File: src/rtl/multi_alarm_clock_pkg.sv
// Shared types and helpers for the multi-alarm clock: BCD time, FSM states,
// validation and minute-increment arithmetic.
package multi_alarm_clock_pkg;

  typedef struct packed {
    logic [1:0] h1;
    logic [3:0] h0;
    logic [2:0] m1;
    logic [3:0] m0;
  } bcd_time_t;

  typedef enum logic [1:0] {
    ST_IDLE   = 2'd0,
    ST_RING   = 2'd1,
    ST_SNOOZE = 2'd2
  } alarm_state_t;

  function automatic logic bcd_valid(input bcd_time_t t);
    logic hours_ok;
    hours_ok = (t.h1 < 2'd2) || ((t.h1 == 2'd2) && (t.h0 <= 4'd3));
    return hours_ok && (t.h0 <= 4'd9) && (t.m1 <= 3'd5) && (t.m0 <= 4'd9);
  endfunction

  function automatic logic time_eq(input bcd_time_t a, input bcd_time_t b);
    return (a == b);
  endfunction

  // One-minute step with BCD carries; 23:59 wraps to 00:00.
  function automatic bcd_time_t bcd_increment(input bcd_time_t t);
    bcd_time_t n;
    n = t;
    if (t.m0 != 4'd9) begin
      n.m0 = t.m0 + 4'd1;
    end else begin
      n.m0 = 4'd0;
      if (t.m1 != 3'd5) begin
        n.m1 = t.m1 + 3'd1;
      end else begin
        n.m1 = 3'd0;
        if ((t.h1 == 2'd2) && (t.h0 == 4'd3)) begin
          n.h1 = 2'd0;
          n.h0 = 4'd0;
        end else if (t.h0 == 4'd9) begin
          n.h0 = 4'd0;
          n.h1 = t.h1 + 2'd1;
        end else begin
          n.h0 = t.h0 + 4'd1;
        end
      end
    end
    return n;
  endfunction

endpackage

File: src/rtl/multi_alarm_clock_counter.sv
// Prescaler plus BCD HH:MM timekeeper. next_time/minute_tick are combinational
// so the parent can match alarms on the same edge the time advances.
module bcd_time_counter
  import multi_alarm_clock_pkg::*;
#(
  parameter int TICKS_PER_MIN = 60
) (
  input  logic      clk,
  input  logic      reset,
  input  logic      enable,
  input  logic      set_time,
  input  bcd_time_t load_time,
  output bcd_time_t cur_time,
  output bcd_time_t next_time,
  output logic      minute_tick,
  output logic      load_err
);

  localparam int CW = (TICKS_PER_MIN > 1) ? $clog2(TICKS_PER_MIN) : 1;

  logic [CW-1:0] presc_reg, presc_next;
  bcd_time_t     time_reg, time_next;
  logic          load_ok;
  logic          presc_last;

  always_comb begin
    load_ok     = set_time && bcd_valid(load_time);
    load_err    = set_time && !bcd_valid(load_time);
    presc_last  = (presc_reg == CW'(TICKS_PER_MIN - 1));
    // An accepted load takes priority over a coinciding minute advance.
    minute_tick = enable && presc_last && !load_ok;
    presc_next  = presc_reg;
    time_next   = time_reg;
    if (load_ok) begin
      presc_next = '0;
      time_next  = load_time;
    end else if (enable) begin
      if (presc_last) begin
        presc_next = '0;
        time_next  = bcd_increment(time_reg);
      end else begin
        presc_next = presc_reg + CW'(1);
      end
    end
  end

  always_ff @(posedge clk) begin
    if (!reset) begin
      presc_reg <= '0;
      time_reg  <= '0;
    end else begin
      presc_reg <= presc_next;
      time_reg  <= time_next;
    end
  end

  assign cur_time  = time_reg;
  assign next_time = time_next;

endmodule

File: src/rtl/multi_alarm_clock.sv
// Multi-slot alarm clock: alarm table, ring/snooze FSM and tone divider around
// the BCD timekeeper.
module multi_alarm_clock
  import multi_alarm_clock_pkg::*;
#(
  parameter int NUM_ALARMS    = 4,
  parameter int TICKS_PER_MIN = 60,
  parameter int SNOOZE_MIN    = 5,
  parameter int RING_MIN      = 3,
  parameter int TONE_DIV      = 4
) (
  input  logic                  clk,
  input  logic                  reset,
  input  logic                  enable,
  input  logic                  set_time,
  input  logic [1:0]            t_h1,
  input  logic [3:0]            t_h0,
  input  logic [2:0]            t_m1,
  input  logic [3:0]            t_m0,
  input  logic                  alarm_wr,
  input  logic [2:0]            alarm_idx,
  input  logic [1:0]            a_h1,
  input  logic [3:0]            a_h0,
  input  logic [2:0]            a_m1,
  input  logic [3:0]            a_m0,
  input  logic [NUM_ALARMS-1:0] alarm_en,
  input  logic                  snooze,
  input  logic                  dismiss,
  output logic [1:0]            hO1,
  output logic [3:0]            hO0,
  output logic [2:0]            mO1,
  output logic [3:0]            mO0,
  output logic [NUM_ALARMS-1:0] ringing,
  output logic                  snoozed,
  output logic                  set_err,
  output logic                  speaker
);

  localparam int TW = (TONE_DIV > 1) ? $clog2(TONE_DIV) : 1;

  bcd_time_t cur_time, next_time, wr_time;
  logic      minute_tick, load_err;
  logic      wr_hit, wr_ok, wr_err;

  bcd_time_counter #(.TICKS_PER_MIN(TICKS_PER_MIN)) u_counter (
    .clk        (clk),
    .reset      (reset),
    .enable     (enable),
    .set_time   (set_time),
    .load_time  ({t_h1, t_h0, t_m1, t_m0}),
    .cur_time   (cur_time),
    .next_time  (next_time),
    .minute_tick(minute_tick),
    .load_err   (load_err)
  );

  bcd_time_t alarm_reg [NUM_ALARMS];

  assign wr_time = {a_h1, a_h0, a_m1, a_m0};
  assign wr_hit  = alarm_wr && (int'(alarm_idx) < NUM_ALARMS);
  assign wr_ok   = wr_hit && bcd_valid(wr_time);
  assign wr_err  = wr_hit && !bcd_valid(wr_time);

  always_ff @(posedge clk) begin
    if (!reset) begin
      for (int i = 0; i < NUM_ALARMS; i++) alarm_reg[i] <= '0;
    end else if (wr_ok) begin
      for (int i = 0; i < NUM_ALARMS; i++)
        if (alarm_idx == 3'(i)) alarm_reg[i] <= wr_time;
    end
  end

  // Matches only fire on a real minute advance, never on a load.
  logic [NUM_ALARMS-1:0] match;
  generate
    for (genvar gi = 0; gi < NUM_ALARMS; gi++) begin : g_match
      assign match[gi] = minute_tick && alarm_en[gi] && time_eq(alarm_reg[gi], next_time);
    end
  endgenerate

  alarm_state_t          state_reg, state_next;
  logic [NUM_ALARMS-1:0] ring_reg, ring_next, mask_reg, mask_next;
  logic [NUM_ALARMS-1:0] ring_live, mask_live;
  logic [5:0]            ring_cnt_reg, ring_cnt_next, snz_cnt_reg, snz_cnt_next;
  logic [TW-1:0]         tone_cnt_reg, tone_cnt_next;
  logic                  speaker_reg, speaker_next, set_err_reg;

  always_comb begin
    state_next    = state_reg;
    ring_next     = ring_reg;
    mask_next     = mask_reg;
    ring_cnt_next = ring_cnt_reg;
    snz_cnt_next  = snz_cnt_reg;
    ring_live     = (ring_reg & alarm_en) | match;
    mask_live     = mask_reg & alarm_en;
    case (state_reg)
      ST_IDLE: begin
        if (|match) begin
          state_next    = ST_RING;
          ring_next     = match;
          ring_cnt_next = '0;
        end
      end
      ST_RING: begin
        if (dismiss) begin
          state_next = ST_IDLE;
          ring_next  = '0;
        end else if (snooze) begin
          state_next   = (|ring_live) ? ST_SNOOZE : ST_IDLE;
          mask_next    = ring_live;
          ring_next    = '0;
          snz_cnt_next = '0;
        end else if (!(|ring_live)) begin
          state_next = ST_IDLE;
          ring_next  = '0;
        end else if (minute_tick && (ring_cnt_reg == 6'(RING_MIN - 1))) begin
          // A fresh match on the timeout minute restarts the ring period.
          if (|match) begin
            ring_next     = ring_live;
            ring_cnt_next = '0;
          end else begin
            state_next = ST_IDLE;
            ring_next  = '0;
          end
        end else begin
          ring_next = ring_live;
          if (minute_tick) ring_cnt_next = ring_cnt_reg + 6'd1;
        end
      end
      ST_SNOOZE: begin
        if (dismiss) begin
          state_next = ST_IDLE;
          mask_next  = '0;
        end else if (|match) begin
          state_next    = ST_RING;
          ring_next     = mask_live | match;
          mask_next     = '0;
          ring_cnt_next = '0;
        end else if (!(|mask_live)) begin
          state_next = ST_IDLE;
          mask_next  = '0;
        end else if (minute_tick && (snz_cnt_reg == 6'(SNOOZE_MIN - 1))) begin
          state_next    = ST_RING;
          ring_next     = mask_live;
          mask_next     = '0;
          ring_cnt_next = '0;
        end else begin
          mask_next = mask_live;
          if (minute_tick) snz_cnt_next = snz_cnt_reg + 6'd1;
        end
      end
      default: begin
        state_next = ST_IDLE;
        ring_next  = '0;
        mask_next  = '0;
      end
    endcase
  end

  // Tone restarts low on every RING entry; any other state silences it.
  always_comb begin
    tone_cnt_next = '0;
    speaker_next  = 1'b0;
    if ((state_reg == ST_RING) && (state_next == ST_RING)) begin
      if (tone_cnt_reg == TW'(TONE_DIV - 1)) begin
        speaker_next = ~speaker_reg;
      end else begin
        tone_cnt_next = tone_cnt_reg + TW'(1);
        speaker_next  = speaker_reg;
      end
    end
  end

  always_ff @(posedge clk) begin
    if (!reset) begin
      state_reg    <= ST_IDLE;
      ring_reg     <= '0;
      mask_reg     <= '0;
      ring_cnt_reg <= '0;
      snz_cnt_reg  <= '0;
      tone_cnt_reg <= '0;
      speaker_reg  <= 1'b0;
      set_err_reg  <= 1'b0;
    end else begin
      state_reg    <= state_next;
      ring_reg     <= ring_next;
      mask_reg     <= mask_next;
      ring_cnt_reg <= ring_cnt_next;
      snz_cnt_reg  <= snz_cnt_next;
      tone_cnt_reg <= tone_cnt_next;
      speaker_reg  <= speaker_next;
      set_err_reg  <= load_err || wr_err;
    end
  end

  assign hO1     = cur_time.h1;
  assign hO0     = cur_time.h0;
  assign mO1     = cur_time.m1;
  assign mO0     = cur_time.m0;
  assign ringing = ring_reg;
  assign snoozed = (state_reg == ST_SNOOZE);
  assign set_err = set_err_reg;
  assign speaker = speaker_reg;

endmodule

File: config.mk
export PLATFORM = sky130hd
export DESIGN_NAME = multi_alarm_clock
export DESIGN_NICKNAME = d
export VERILOG_FILES = /design/src/rtl/multi_alarm_clock_pkg.sv /design/src/rtl/multi_alarm_clock_counter.sv /design/src/rtl/multi_alarm_clock.sv
export SDC_FILE = /design/constraint.sdc
export NUM_CORES = 1
export LEC_CHECK = 0
export ABC_AREA = 0
export BUFFER_PORTS_ARGS = -buffer_cell sky130_fd_sc_hd__buf_2
export CELL_PAD_IN_SITES_DETAIL_PLACEMENT = 0
export CELL_PAD_IN_SITES_GLOBAL_PLACEMENT = 1
export CORE_UTILIZATION = 37
export DETAILED_ROUTE_END_ITERATION = 10
export PLACE_DENSITY_LB_ADDON = 0.15
export SLEW_MARGIN = 10
export SYNTH_ARGS = -nofsm -noshare
export SYNTH_HDL_FRONTEND = slang
export SYNTH_SLANG_ARGS = --single-unit
File: constraint.sdc
create_clock -name clk -period 12.12 [get_ports clk]
set_input_delay 1.818 -clock clk [delete_from_list [all_inputs] [get_ports clk]]
set_output_delay 1.818 -clock clk [all_outputs]
set_load 0.05 [all_outputs]
==> results of run 1 <==
-- worst max-delay path by stage --
| stage | start | endpoint | slack [ps] | cells after the start |
|---|---|---|---|---|
| 2_1_floorplan | enable | ringing[0] | 7000 | 12 |
| 3_3_place_gp | t_m0[2] | ring_cnt_reg[4] | 6180 | 12 |
| 3_5_place_dp | t_m0[2] | ring_cnt_reg[3] | 6130 | 12 |
| 4_1_cts | t_m0[2] | ring_cnt_reg[3] | 6480 | 12 |
| 5_1_grt | t_m0[2] | ring_cnt_reg[2] | 6070 | 12 |
| 6_report | t_m0[2] | ring_cnt_reg[4] | 6460 | 12 |
-- placed cells by master (no fill, tap or decap), types with 6 or more instances in the layout --
cell type  count
inv_1         25
o211ai_1       8
nand2b_1       6
o21ai_0       31
xnor2_1       22
a31oi_1        7
nand3_1       23
a211oi_1       6
ha_1          15
a21o_1         6
and2_1        61
dfxtp_1       45
nor2_1        50
nand2_1       44
edfxtp_1      52
mux2i_1        9
xor2_1        12
nor4_1         8
nor3_1        15
buf_2         59
buf_4          6
or3_1          9
a21oi_1       29
and3_1         6
clkbuf_16      9
nand4_1       12
o22ai_1        8
-- report_power, final --
part	internal, mW	total (mW)	switching [mW]
clock	0.146	0.286	0.140
combinational	0.0286	0.0819	0.0532
sequential	0.358	0.371	0.0123
total	0.533	0.739	0.205
-- per-stage QoR --
stage	hold slack (ps)	worst slack [ps]	cell area (um2)	cells	util, %
global placement	435	6180	6380	892	41.7
floorplan	426	7000	5860	636	-
detailed placement	442	6130	6380	892	41.7
CTS	461	6480	6680	908	43.6
global route	475	6070	6690	908	43.7
finish	459	6460	6690	908	43.7
-- area by class of cell --
class | instances | share of cell area, %
clock buffer | 9 | 3.37
clock inverter | 7 | 1.08
inverter | 26 | 1.46
multi-input combinational | 493 | 48.2
sequential | 97 | 36.8
tap | 211 | 3.95
timing repair buffer | 65 | 5.09
-- per-layer routing --
| layer | part of all wire (%) | vias up | wire, um | GRT usage (%) |
|---|---|---|---|---|
| met3 | 5.7 | 23 | 1010 | 3.42 |
| met4 | 1.9 | 0 | 335 | 6.92 |
| li1 | - | 2472 | - | - |
| met5 | 0 | - | 0 | 0 |
| met2 | 43 | 212 | 7650 | 33.6 |
| met1 | 49 | 2489 | 8700 | 33.2 |
-- cells by family (layout without fill, tap and decap cells) --
| family | after synthesis | after routing |
|---|---|---|
| xor gates and xnor gates | 34 | 34 |
| adders and majority gates | 15 | 15 |
| and+or+nand+nor | 276 | 276 |
| buffers and inverters | 46 | 107 |
| muxes | 12 | 12 |
| DFF | 97 | 97 |
| AOI/OAI and AO/OA | 156 | 156 |
==> reports/qor.yml, run 1 <==
outcome:
  outcome: "finished clean"
critical_path:
  slowest_delay_ps: 640
  crit_fanout: 27
  crit_chain: "buf_2, o21ai_0, and4_1, nand2_1, a31oi_1, xor2_1, a2111o_1, or4_4, nand4_1, o21ai_0, a31oi_1, o22ai_1"
  r2r_end: "ringing[3]"
  cpMaxStageDelayCell: "a31oi_1"
  rr_worst_depth: 12
  cp.arrival_ps: 5900
  path_delay_family: "compound AO/OA/AOI/OAI gates"
  startpoint_type: "primary input"
  path_buf_inv: 1
  cp.required_ps: 12360
  reg2reg_setup_slack_ps: 7580
  timing.rr.start: "u_counter.cur_time[0]"
  worstSetupEndpointType: "flip-flop"
  crit_type: "in -> reg"
global_routing:
  grt_max_degree: 28
  grtUsageTotal_pct: 22.5
  grt_pass1_vias: 4873
  overflow: 0
  grt_first_pass_wirelength_mm: 27.8
  antenna_found_initial: 0
timing:
  fmaxAchievable_mhz: 177
  worstMarginPinSlew_ps: 925
  min_period_ps: 5660
  slew_headroom_pct: 38.2
  skew_ps: 9.70
  rsz0062_at_grt: "no"
  finalCritPeriodShare_pct: 46.7
  drv_slew: 0
  fin_tns_setup_ps: 0
  setup_viol: 0
  hold_violations: 0
clocking:
  cts_root_buffer: "clkbuf_16"
  ctsLongestPathBuffers: 2
  cts_resized: 0
  worstSkewPairLatency_ps: 360
  clk_pin_slew_ps: 70
  ctsHoldBuffers: 0
  clkSinkCount: 97
  cts_tree: "built"
  cts_inserted_buffers: 9
  post_cts_buffers: 0
  htreeDepth: 3
hold_path:
  min_to: "mask_reg[3]"
  min_from: "mask_reg[3]"
  hp-class: "reg -> reg"
  hold_depth: 1
layout:
  drive_gt1_share_pct: 15.4
  diodes: 0
  regArea_um2: 2460
  largest_register_ffs: 52
  syn_to_final_growth_pct: 14.1
  multiInputGateArea_um2: 3230
  nets: 747
  fillers: 1570
route:
  viasPerCell: 5.72
  vias: 5196
  drtIter0Drc: 403
  drt.antenna.violating_nets: 0
  avgRoutedWirePerCell_um: 19.5
  wl_mm: 17.7
  drc_errors: 0
  firstDrtPassIters: 5
die:
  core-area_um2: 15300
  dieArea_um2: 16300
  ios: 60
  die_h_um: 128
  initial_core_util_pct: 38.3
  die_w_um: 128
  rows: 45
synth:
  syn_inst: 636
  synth.most_common_cell: "and2_1"
  synth_edf_count: 52
  ys_warn_count: 0
  synth_cell_types: 78
  ys_top_cells_by_count: "and2_1, edfxtp_1, nor2_1"
  synth_top_area_cell: "edfxtp_1"
  synth_area_leaders: "edfxtp_1, dfxtp_1, and2_1"
  synth_flop_cell: "edfxtp_1"
  synth_mux_area_share_pct: 2.16
  yosys.area_share.simple_pct: 26.2
  synth-seq-cells: 97
  synthAdderAreaFrac_pct: 3.20
  synth-compound-area-share_pct: 18.3
  synth_top_area_share_pct: 26.6
  synth_top_family_by_area: "simple AND/OR/NAND/NOR gates"
  syn_area_um2: 5860
  async_reset_ff_share_pct: 0
  syn_avg_cell_area_um2: 9.21
  synthXorXnorAreaFrac_pct: 5.08
  syn_nets: 691
  ys_seq_area_share_pct: 42.0
placed_design:
  hpwl_mm: 13.9
  gp_congestion: 0.884
  port_buffers: 59
power_and_ir_drop:
  powerDensity_nw_per_um2: 110
  power.leakage_nw: 2.49
  power_uw: 739
  peakVddDrop_mv: 0.0777
run:
  max_cap_violations: 0
(Power assumes the default switching activity.)
==> run 2, diff against run 1 <==
Clock period 12.12 ns to 5.1 ns, I/O delays scaled along.
==> run 2 against run 1 <==
Effect of this change:
- wire length fell by 1.2%
- critical path depth did not move
- sequential share of layout area fell by 0.40 points
- combinational power rose by 140%
- global-route usage fell by 0.071 points
- first-iteration DRC count fell by 0.25%
- die area did not move
- register-to-register slack got worse by 6900 ps
- clock skew rose by 1.3 ps
- cell count rose by 0.99%
- non-clock buffer count rose by 9
- largest power group unchanged
==> reports/qor.yml, run 2 (synthesis results as in run 1) <==
layout:
  fin_util_pct: 44.2
  layout_common_cells: "and2_1, buf_2, edfxtp_1"
  final_common_cell: "and2_1"
  drive_gt1_share_pct: 16.3
  largest_register_ffs: 52
  syn_to_final_growth_pct: 15.4
  nets: 756
  stdcell_area_um2: 6760
  diodes: 0
  fin_cells: 917
timing:
  min_period_ps: 4460
  skew_ps: 11.0
  fin_tns_setup_ps: 0
  rsz0062_at_grt: "no"
  fmaxAchievable_mhz: 224
  finalCritPeriodShare_pct: 87.5
  worstMarginPinSlew_ps: 1110
  setup_ws_ps: 635
  holdWs_ps: 457
  setup_viol: 0
  drv_slew: 0
  slew_headroom_pct: 25.3
  hold_violations: 0
power_and_ir_drop:
  power.leakage_nw: 2.53
  power.switching_uw: 508
  peakVddDrop_mv: 0.174
  pwr-share-clk_pct: 39.5
  power_mw: 1.79
  swShare_pct: 28.4
  pwr-share-comb_pct: 11.1
  p_int_mw: 1.28
  powerDensity_nw_per_um2: 264
  power_frac_seq_pct: 49.3
route:
  drt.antenna.violating_nets: 0
  drtIter0Drc: 402
  wl_met2_mm: 7.54
  vias: 5124
  top_layer: "met4"
  drc_errors: 0
  met1Wirelength_mm: 8.80
  viasPerCell: 5.59
  wl_met3_um: 775
  avgRoutedWirePerCell_um: 19.1
  firstDrtPassIters: 5
  wl_mm: 17.5
clocking:
  cts_inserted_buffers: 9
  clkSinkCount: 97
  ctsHoldBuffers: 0
  cts_root_buffer: "clkbuf_16"
  cts_tree: "built"
  cts_resized: 0
  worstSkewPairLatency_ps: 360
  ctsLongestPathBuffers: 2
  post_cts_buffers: 0
  htreeDepth: 3
  clk_pin_slew_ps: 70
hold_path:
  min_to: "mask_reg[2]"
  min_from: "mask_reg[2]"
  hp-class: "reg -> reg"
  hold_depth: 1
die:
  rows: 45
  core-area_um2: 15300
  dieArea_um2: 16300
  initial_core_util_pct: 38.3
  die_w_um: 128
  die_h_um: 128
  ios: 60
global_routing:
  grt_first_pass_wirelength_mm: 27.8
  antenna_found_initial: 0
  grt_pass1_vias: 4887
  grt_max_degree: 22
  overflow: 0
  grtUsageTotal_pct: 22.4
critical_path:
  startpoint_type: "flip-flop"
  r2r_end: "ring_cnt_reg[3]"
  crit_fanout: 6
  cpMaxStageDelayCell: "or4_1"
  rr_worst_depth: 12
  slowest_delay_ps: 650
  crit_chain: "ha_1, nand3b_1, or4_4, o31a_1, or3_1, a221oi_1, o2bb2ai_1, or4_1, nand4_1, o21ai_0, a31oi_1, mux2i_1"
  timing.rr.start: "u_counter.cur_time[0]"
  reg2reg_setup_slack_ps: 640
  cp.arrival_ps: 4710
  cp.required_ps: 5350
  crit_type: "reg -> reg"
  worstSetupEndpointType: "flip-flop"
placed_design:
  place_ws_ps: 400
  gp_congestion: 0.967
  placed_area_um2: 6450
  hpwl_mm: 13.7
  dpl.cell_count: 901
  port_buffers: 59
outcome:
  outcome: "finished clean"
run:
  max_cap_violations: 0
[run 2: cell count changes in the layout (fill, tap and decap cells not counted), sizes merged]
| cell | delta |
|---|---|
| clkinv | -1 |
| buf | +9 |
| inv | +1 |
[run 2: critical path, delay by kind of cell, from the launching register on]
family	cells	cell delay, ps
AOI/OAI and AO/OA	5	1540
adders and majority gates	1	230
DFF	1	450
muxes	1	90
and+or+nand+nor	5	2040
[run 2: layout make-up]
cell class	count	area (um2)
clock buffers	9	225
clock inverters	7	83.8
fillers	1563	8550
inverters	26	97.6
multi-input cells	493	3220
flip-flops and latches	97	2460
well taps	211	264
repair buffers	74	408
[run 2: worst max-delay path by stage]
stage                           from  cells past startpoint         endpoint
6_report       u_counter.cur_time[0]                     12  ring_cnt_reg[3]
5_1_grt        u_counter.cur_time[0]                     12  ring_cnt_reg[4]
4_1_cts        u_counter.cur_time[0]                     12  ring_cnt_reg[4]
3_5_place_dp                  enable                     12  ring_cnt_reg[4]
3_3_place_gp                  enable                     12  ring_cnt_reg[4]
2_1_floorplan  u_counter.cur_time[0]                     13       ringing[0]
[run 2: power by group through the flow]
stage | combinational [mW] | clock, mW | sequential [mW]
after global placement | 0.198 | 0 | 0.899
after CTS | 0.198 | 0.722 | 0.881
final | 0.199 | 0.707 | 0.881
after floorplan | 0.105 | 0 | 0.902
after global routing | 0.216 | 0.762 | 0.885
after detailed placement | 0.197 | 0 | 0.899
[run 2: routing by layer]
metal / global-route usage [%] / up-vias
li1: - / 2496
met1: 33.4 / 2446
met2: 32.7 / 159
met3: 3.21 / 23
met4: 8.24 / 0
met5: 0 / -
==> run 3, diff against run 2 <==
Settings changed: RECOVER_POWER set to 50.
==> run 3 against run 2 <==
Effect of this change:
- cell area is 0.78% lower
- critical path type is now in -> reg
- clock power barely moved
- first-iteration DRC count rose by 3.7%
- cell count unchanged
- largest cell class unchanged
- largest power group unchanged
- non-clock buffer count stayed put
==> reports/qor.yml, run 3 (synthesis results as in run 1) <==
outcome:
  outcome: "finished clean"
timing:
  fin_tns_setup_ps: 0
  slew_headroom_pct: 24.4
  hold_violations: 0
  setup_ws_ps: 446
  min_period_ps: 4650
  fmaxAchievable_mhz: 215
  rsz0062_at_grt: "no"
  finalCritPeriodShare_pct: 91.3
  skew_ps: 11.3
  holdWs_ps: 457
  worstMarginPinSlew_ps: 1120
  drv_slew: 0
  setup_viol: 0
placed_design:
  dpl.cell_count: 901
  gp_congestion: 0.967
  port_buffers: 59
  hpwl_mm: 13.7
  placed_area_um2: 6450
  place_ws_ps: 400
layout:
  nets: 756
  syn_to_final_growth_pct: 14.5
  diodes: 0
  stdcell_area_um2: 6710
  fin_util_pct: 43.8
  drive_gt1_share_pct: 12.0
  final_common_cell: "and2_1"
  largest_register_ffs: 52
  layout_common_cells: "and2_1, edfxtp_1, nor2_1"
  fin_cells: 917
clocking:
  post_cts_buffers: 0
  cts_inserted_buffers: 9
  cts_tree: "built"
  worstSkewPairLatency_ps: 360
  ctsLongestPathBuffers: 2
  cts_resized: 0
  ctsHoldBuffers: 0
  htreeDepth: 3
  cts_root_buffer: "clkbuf_16"
  clkSinkCount: 97
  clk_pin_slew_ps: 70
critical_path:
  reg2reg_setup_slack_ps: 610
  crit_type: "in -> reg"
  r2r_end: "ring_cnt_reg[3]"
  worstSetupEndpointType: "flip-flop"
  rr_worst_depth: 12
  cp.required_ps: 5350
  startpoint_type: "primary input"
  slowest_delay_ps: 710
  cp.arrival_ps: 4900
  crit_fanout: 18
  cpMaxStageDelayCell: "clkbuf_1"
  timing.rr.start: "u_counter.cur_time[0]"
  crit_chain: "clkbuf_1, o31ai_1, nand4_1, buf_4, nor2_1, clkbuf_1, o21ai_1, xnor2_1, a2111o_1, or4_4, nand4_1, o21ai_0, a31oi_1, mux2i_1"
die:
  initial_core_util_pct: 38.3
  dieArea_um2: 16300
  rows: 45
  ios: 60
  core-area_um2: 15300
  die_w_um: 128
  die_h_um: 128
route:
  drt.antenna.violating_nets: 0
  firstDrtPassIters: 7
  wl_mm: 17.6
  avgRoutedWirePerCell_um: 19.2
  vias: 5117
  drc_errors: 0
  drtIter0Drc: 417
  viasPerCell: 5.58
hold_path:
  hp-class: "reg -> reg"
  min_to: "mask_reg[2]"
  min_from: "mask_reg[2]"
  hold_depth: 1
power_and_ir_drop:
  peakVddDrop_mv: 0.174
  powerDensity_nw_per_um2: 266
  power_mw: 1.78
  power.leakage_nw: 2.42
global_routing:
  antenna_found_initial: 0
  grt_pass1_vias: 4887
  overflow: 0
  grtUsageTotal_pct: 22.4
  grt_first_pass_wirelength_mm: 27.8
  grt_max_degree: 22
run:
  max_cap_violations: 0
## run 3: changes by cell type in the layout (fill, tap and decap cells not counted)
cell | previous run | this run
mux2i_1 | 9 | 10
o21ai_0 | 31 | 34
clkbuf_1 | 0 | 27
mux2_2 | 2 | 0
and2_0 | 0 | 5
and2_1 | 61 | 56
buf_2 | 59 | 38
mux2i_2 | 1 | 0
mux2_1 | 0 | 2
buf_4 | 15 | 9
o21ai_1 | 4 | 1
## run 3: how the worst max path moves through the flow
stage,start,slack (ps),depth (start not counted),endpoint
CTS,u_counter.cur_time[0],650,12,ring_cnt_reg[4]
detailed placement,enable,400,12,ring_cnt_reg[4]
floorplan,u_counter.cur_time[0],800,13,ringing[0]
global route,u_counter.cur_time[0],100,12,ring_cnt_reg[4]
finish,t_h1[0],450,14,ring_cnt_reg[3]
global placement,enable,380,12,ring_cnt_reg[4]
## run 3: layout make-up
type                       instances  area [um2]
timing repair buffer              74         359
clock buffer                       9         225
multi-input combinational        493        3220
clock inverter                     7        83.8
inverter                          26        97.6
sequential                        97        2460
tap                              211         264
fill                            1582        8600
## run 3: critical path, delay by kind of cell
| family | cells | cell delay (ps) |
|---|---|---|
| compound gates | 5 | 1700 |
| simple gates | 4 | 1090 |
| buf+inv | 3 | 990 |
| xor+xnor | 1 | 240 |
| mux | 1 | 90 |
## run 3: per-layer routing
layer / vias up / GRT usage, % / share of wire, %
li1: 2494 / - / -
met1: 2432 / 33.4 / 51
met2: 160 / 32.7 / 43
met3: 31 / 3.21 / 4.4
met4: 0 / 8.24 / 2.2
met5: - / 0 / 0
## run 3: report_power, final
group | switching, mW | internal (mW) | total, mW
registers | 0.0297 | 0.852 | 0.882
clock network | 0.352 | 0.355 | 0.706
logic | 0.127 | 0.0686 | 0.195
total | 0.508 | 1.28 | 1.78
